[config.mk]
export PLATFORM = sky130hd
export DESIGN_NAME = fetch_ctrl
export DESIGN_NICKNAME = d
export VERILOG_FILES = /design/src/rtl/fetch_ctrl_pkg.sv /design/src/rtl/fetch_ctrl.sv
export SDC_FILE = /design/constraint.sdc
export NUM_CORES = 1
export LEC_CHECK = 0
export CAP_MARGIN = 40
export CELL_PAD_IN_SITES_DETAIL_PLACEMENT = 1
export CELL_PAD_IN_SITES_GLOBAL_PLACEMENT = 1
export CORE_ASPECT_RATIO = 0.6
export CORE_MARGIN = 1
export CORE_UTILIZATION = 30
export CTS_CLUSTER_SIZE = 28
export DETAILED_ROUTE_END_ITERATION = 7
export PLACE_DENSITY_LB_ADDON = 0.1
export SLEW_MARGIN = 0
export SYNTH_ARGS = -nofsm -noshare
export SYNTH_HDL_FRONTEND = slang
export SYNTH_SLANG_ARGS = --single-unit
[constraint.sdc]
create_clock -name clk -period 5.2 [get_ports clk]
set_clock_uncertainty 0.1 [all_clocks]
set_input_delay 0.52 -clock clk [delete_from_list [all_inputs] [get_ports clk]]
set_output_delay 0.52 -clock clk [all_outputs]
set_load 0.005 [all_outputs]
[src/rtl/fetch_ctrl_pkg.sv]
// Shared datapath defines: fetch FSM encodings, reset PC and npc op codes.
// fetch_ctrl and the npc block both import this package.
`timescale 1ns/1ps
package fetch_ctrl_pkg;

  // Word address of the first instruction (byte address 0x0000_3000)
  localparam logic [29:0] RESET_PC_DEFAULT = 30'h0000_0C00;

  localparam logic [2:0] ST_IDLE  = 3'd0;
  localparam logic [2:0] ST_FETCH = 3'd1;
  localparam logic [2:0] ST_WAIT  = 3'd2;
  localparam logic [2:0] ST_ISSUE = 3'd3;
  localparam logic [2:0] ST_HALT  = 3'd4;

  // Next-PC selection codes consumed by the npc block
  localparam logic [1:0] NPC_OP_SEQ    = 2'd0;
  localparam logic [1:0] NPC_OP_BRANCH = 2'd1;
  localparam logic [1:0] NPC_OP_JUMP   = 2'd2;
  localparam logic [1:0] NPC_OP_JREG   = 2'd3;

endpackage

[src/rtl/fetch_ctrl.sv]
// Instruction fetch controller: one outstanding imem request, holds the fetched
// instruction until decode accepts it, then loads the PC from the external npc block.
`timescale 1ns/1ps
module fetch_ctrl
  import fetch_ctrl_pkg::*;
#(
  parameter logic [29:0] RESET_PC = RESET_PC_DEFAULT
) (
  input  logic        clk,
  input  logic        rst,
  output logic [31:2] pc_out,
  input  logic [31:2] npc_pc,
  output logic        imem_req,
  output logic [31:2] imem_addr,
  input  logic        imem_gnt,
  input  logic        imem_rvalid,
  input  logic [31:0] imem_rdata,
  output logic [31:0] inst_out,
  output logic        inst_valid,
  input  logic        inst_ready,
  input  logic        halt_req,
  input  logic        resume,
  output logic        halted,
  output logic [31:0] fetch_cnt
);

  logic [2:0]  state_q, state_d;
  logic [29:0] pc_q, pc_d;
  logic [31:0] inst_q, inst_d;
  logic        valid_q, valid_d;
  logic [31:0] cnt_q, cnt_d;

  always_comb begin
    state_d = state_q;
    pc_d    = pc_q;
    inst_d  = inst_q;
    valid_d = valid_q;
    cnt_d   = cnt_q;
    case (state_q)
      ST_IDLE: state_d = halt_req ? ST_HALT : ST_FETCH;
      ST_FETCH: begin
        if (imem_gnt) state_d = ST_WAIT;
      end
      // Read data is only meaningful here; a granted request always completes.
      ST_WAIT: begin
        if (imem_rvalid) begin
          inst_d  = imem_rdata;
          valid_d = 1'b1;
          state_d = ST_ISSUE;
        end
      end
      ST_ISSUE: begin
        if (inst_ready) begin
          pc_d    = npc_pc;
          valid_d = 1'b0;
          cnt_d   = cnt_q + 32'd1;
          state_d = halt_req ? ST_HALT : ST_FETCH;
        end
      end
      ST_HALT: begin
        if (resume) state_d = ST_FETCH;
      end
      default: begin
        state_d = ST_IDLE;
        valid_d = 1'b0;
      end
    endcase
  end

  always_ff @(posedge clk) begin
    if (rst) begin
      state_q <= ST_IDLE;
      pc_q    <= RESET_PC;
      inst_q  <= 32'd0;
      valid_q <= 1'b0;
      cnt_q   <= 32'd0;
    end else begin
      state_q <= state_d;
      pc_q    <= pc_d;
      inst_q  <= inst_d;
      valid_q <= valid_d;
      cnt_q   <= cnt_d;
    end
  end

  assign pc_out     = pc_q;
  assign imem_addr  = pc_q;
  assign imem_req   = (state_q == ST_FETCH);
  assign inst_out   = inst_q;
  assign inst_valid = valid_q;
  assign halted     = (state_q == ST_HALT);
  assign fetch_cnt  = cnt_q;

endmodule

# Word level (Yosys, flattened, before mapping)
# Index checks and enable logic that the tools add are counted.
[word_totals]
reg_bits = 98
inputBits = 69
output_inout_bits = 127
word_cells = 30
[op_classes]
addsub = 1
n_eq_ne = 8
muxes = 9
bitwise = 1
reduce_logical = 6
[ops]
columns = ["cell", "n"]
rows = [
  ["adder 32 x 1 -> 32 bit (second input constant)", 1],
  ["2-to-1 mux 3 bit", 5],
  ["one-hot mux 3 bit (5 select lines)", 1],
  ["== test 3 x 2 -> 1 bit (second input constant)", 2],
  ["!= test 2 bit (second input constant)", 3],
  ["AND reduction 2 bit", 2],
  ["AND reduction 4 bit", 1],
  ["== test 3 x 1 -> 1 bit (second input constant)", 1],
  ["== test 3 bit (second input constant)", 1],
  ["logical NOT 3 bit", 1],
  ["one-hot mux 1 bit (3 select lines)", 1],
  ["AND reduction 3 bit", 1],
  ["OR reduction 3 bit", 1],
  ["2-to-1 mux 1 bit", 2],
  ["!= test 2 x 1 -> 1 bit (second input constant)", 1],
  ["inverter 1 bit", 1],
]

# Longest topological paths before layout
[logic_depth]
depth_word = 4
ltp_mapped = 7

# Worst setup path after synthesis
# No wires, ideal clock.
[synth_path]
path_type = "input to register"
start = "input inst_ready"
end = "register cnt_q[31], in the netlist fetch_cnt[31]"
t_arrival_ps = 1808
required_time_ps = 4977
setup_slack_ps = 3169
cell_stages = 5
n_path_buf = 1
cell_sequence = "nand4b_1 or3_1 clkbuf_1 nor4_1 mux2_1"
[synth_between]
elab_chain_len = 1
[synth_rtl]
columns = ["item", "line_no", "text"]
rows = [
  ["start, declared", "fetch_ctrl.sv:20", "input logic inst_ready,"],
  ["AND reduction 2 bit (no source line)", "n/a", ""],
  ["end signal, assigned", "fetch_ctrl.sv:82", "cnt_q <= cnt_d;"],
  ["end, declared", "fetch_ctrl.sv:31", "logic [31:0] cnt_q, cnt_d;"],
]
# Every way passes these cells.
# A chain may end at the register's enable or synchronous reset.

# Worst setup path in the final report
# Same ends and word-level chain as after synthesis.

==> impl_metrics.py <==
metrics = {
    "worst_hold_path": {
        "hold_class": "reg2reg",
    },
    "die": {
        "num_io_pins": 196,
        "fp-row-count": 32,
        "die_area_um2": 14400,
        "coreArea_um2": 13200,
        "die_x_um": 154,
        "start_util_pct": 31.6,
        "fp.dieH_um": 93.2,
    },
    "power_and_ir_drop": {
        "power_leakage_nw": 2.04,
        "comb_power_share_pct": 9.0,
        "p_int_mw": 1.17,
        "peakVddDrop_mv": 0.152,
        "switchingPower_mw": 0.353,
        "sw_frac_of_total_pct": 23.2,
        "cellPowerDensity_nw_per_um2": 242,
        "p_total_mw": 1.53,
        "seq_power_share_pct": 50.9,
        "power.share.clock_pct": 40.2,
    },
    "final_layout": {
        "multi_input_area_um2": 1830,
        "final_nets": 739,
        "drive_above_1_share_pct": 4.01,
        "area_growth_pct": 51.7,
        "seq_area_um2": 1960,
        "n_fill_cell": 1547,
        "utilization_pct": 47.9,
        "stdcell_count": 845,
    },
    "worst_setup_path": {
        "start_kind": "primary input",
        "crit_arrival_ns": 2.82,
        "path_class": "in2reg",
        "critPathMaxStageDelay_ns": 0.68,
        "crit_family": "simple AND/OR/NAND/NOR gates",
        "crit_fanout": 17,
        "crit_required_ns": 5.32,
        "slowest_stage": "or3_1",
        "crit_chain": "clkdlybuf4s50_1 > nand4b_1 > or3_1 > nor4_1 > mux2_1",
        "cp_num_buf_inv": 1,
        "crit_path_end_kind": "flip-flop",
    },
    "cts": {
        "cts_resized": 0,
        "clock_latency_ns": 0.34,
        "htreeDepth": 3,
        "clockRootBuffer": "clkbuf_16",
        "postCtsHoldBufs": 0,
        "cts_sinks": 98,
        "cts_tree": "yes",
        "clkTransAtPathRegs_ns": 0.07,
        "cts_buffer_depth": 2,
        "cts_made_buffers": 9,
        "post_cts_buffers": 0,
    },
    "global_routing": {
        "grt_max_degree": 76,
        "track_usage_pct": 19.5,
        "grt_overflow": 0,
        "grt_pass1_wl_mm": 21.8,
        "antenna_found_initial": 1,
        "grt_pass1_vias": 4109,
    },
    "yosys": {
        "syn_avg_cell_area_um2": 7.97,
        "netlist_instances": 522,
        "netlist_area_um2": 4160,
        "yosys_register_bits": 98,
        "syn_nets": 592,
        "ys_seq_area_share_pct": 47.2,
        "yosysWarnings": 0,
        "ys_types": 35,
    },
    "placement": {
        "gp_congestion": 0.768,
        "hpwl_mm": 10.1,
        "port_buffers": 195,
        "dp_cells": 828,
    },
    "routing": {
        "dr_total_vias": 4171,
        "drc": 0,
        "drt-met1-wl_mm": 6.56,
        "met2_length_mm": 6.22,
        "firstDrtPassIters": 4,
        "wl_met3_mm": 1.09,
        "via_per_inst": 4.94,
        "top_layer": "met4",
        "first_iter_violations": 169,
        "antenna_left": 0,
        "drt-total-wl_mm": 14.0,
        "wl_per_cell_um": 16.5,
    },
    "timing": {
        "final_max_slew_viol_count": 0,
        "min_period_over_period_pct": 51.9,
        "slew_headroom_pct": 44.4,
        "hold_viol": 0,
        "max_freq_ghz": 0.371,
        "setup_violations": 0,
        "fin_crit_ns": 2.70,
        "setup_tns_ns": 0,
        "rsz0062_at_grt": "no",
        "tightest_slew_ns": 0.826,
    },
    "job": {
        "maxCapViolCount": 0,
    },
    "run_status": {
        "status": "complete, no violations",
    },
}
==> routing by layer <==
| metal | up-vias | global-route usage [%] |
|---|---|---|
| li1 | 2044 | - |
| met1 | 1987 | 25.1 |
| met2 | 131 | 31.6 |
| met3 | 9 | 6.81 |
| met4 | 0 | 4.00 |
| met5 | - | 0 |
==> cell usage after synthesis <==
master	instances	area [um^2]
buf_4	30	225
nor4_1	7	43.8
and4_2	1	10.0
or2_2	1	6.26
nand2_1	141	529
nor3b_1	2	15.0
xor2_1	3	26.3
nor2_1	18	67.6
nor3_1	3	15.0
dfxtp_1	98	1960
and2_1	2	12.5
nand4_2	1	12.5
o41ai_1	1	8.76
nand3b_1	3	22.5
and3_1	4	25.0
o21a_1	1	7.51
o21ai_0	7	35.0
and4b_1	1	10.0
mux2_2	4	45.0
buf_2	2	10.0
xnor2_1	8	70.1
and4_1	4	35.0
nand3_1	14	70.1
or3_1	5	31.3
inv_1	4	15.0
nand4b_1	2	17.5
a2111oi_0	1	8.76
nor2b_1	5	31.3
o31ai_1	11	82.6
or4_1	13	97.6
mux2_1	1	11.3
a21oi_1	82	410
ha_1	1	12.5
nand4_1	9	56.3
clkbuf_1	32	120
==> logic make-up (layout without fill, tap and decap cells) <==
kind of cell             Yosys count  after routing  share of synthesized area [%]
other                              0              1                              0
AO/OA/AOI/OAI                    103            103                           13.3
multiplexers                       5              5                           1.35
XOR/XNOR                          11             11                           2.32
flip-flops                        98             98                           47.2
AND/OR/NAND/NOR                  236            236                           26.7
adder cells (fa/ha/maj)            1              1                          0.301
buffers and inverters             68            220                           8.91
==> placed cells by master (no fill, tap or decap), types with 4 or more instances in the layout <==
| master | count |
|---|---|
| dfxtp_1 | 98 |
| or3_1 | 5 |
| inv_1 | 4 |
| a21oi_1 | 82 |
| nand2_1 | 141 |
| and4_1 | 4 |
| or4_1 | 13 |
| nand3_1 | 14 |
| nor2_1 | 18 |
| clkdlybuf4s50_1 | 194 |
| nand4_1 | 9 |
| mux2_2 | 4 |
| and3_1 | 4 |
| clkbuf_16 | 9 |
| buf_4 | 4 |
| xnor2_1 | 8 |
| nor4_1 | 7 |
| o21ai_0 | 7 |
| nor2b_1 | 5 |
| o31ai_1 | 11 |
==> stage by stage <==
| step | hold slack (ns) | worst slack, ns | area, um^2 |
|---|---|---|---|
| 2_1_floorplan | 0.353 | 3.17 | 4160 |
| 3_3_place_gp | 0.341 | 2.26 | 5990 |
| 3_5_place_dp | 0.350 | 2.16 | 6030 |
| 4_1_cts | 0.358 | 2.51 | 6300 |
| 5_1_grt | 0.370 | 2.39 | 6300 |
| 6_report | 0.356 | 2.50 | 6310 |
==> worst register-to-register path: cells and delay by family (launching register included) <==
| kind | cells | cell delay [ns] |
|---|---|---|
| multiplexers | 1 | 0.35 |
| flip-flops | 1 | 0.59 |
| AND/OR/NAND/NOR | 3 | 1.42 |
==> sequential cells by signal, summed over array words and instances (netlist names) <==
name and cells:
state_q 3, inst_valid 1, fetch_cnt 32, inst_out 32, imem_addr 30
==> worst paths after layout <==
check                    from            end  slack, ns  cells past startpoint
hold / removal    inst_out[2]    inst_out[2]       0.36                      2
setup / recovery   inst_ready  fetch_cnt[31]       2.50                      5
setup reg to reg   state_q[1]  fetch_cnt[31]       2.63                      4
hold reg to reg   inst_out[2]    inst_out[2]       0.36                      2
==> final cells by class <==
type                    count  area share [%]
repair buffers            200            31.9
diodes                      1          0.0397
inverters                   4           0.238
clock buffers              11            3.69
clock inverters             5           0.655
well taps                 170            3.37
multi-input cells         356            29.0
flip-flops and latches     98            31.1
==> power groups by stage <==
stage          clock network, mW  logic, mW  registers [mW]
6_report                   0.613      0.137           0.776
5_1_grt                    0.663      0.149           0.777
4_1_cts                    0.636      0.139           0.776
3_5_place_dp                   0      0.137           0.793
3_3_place_gp                   0      0.131           0.792
2_1_floorplan                  0     0.0511           0.786
(Power assumes the default switching activity.)
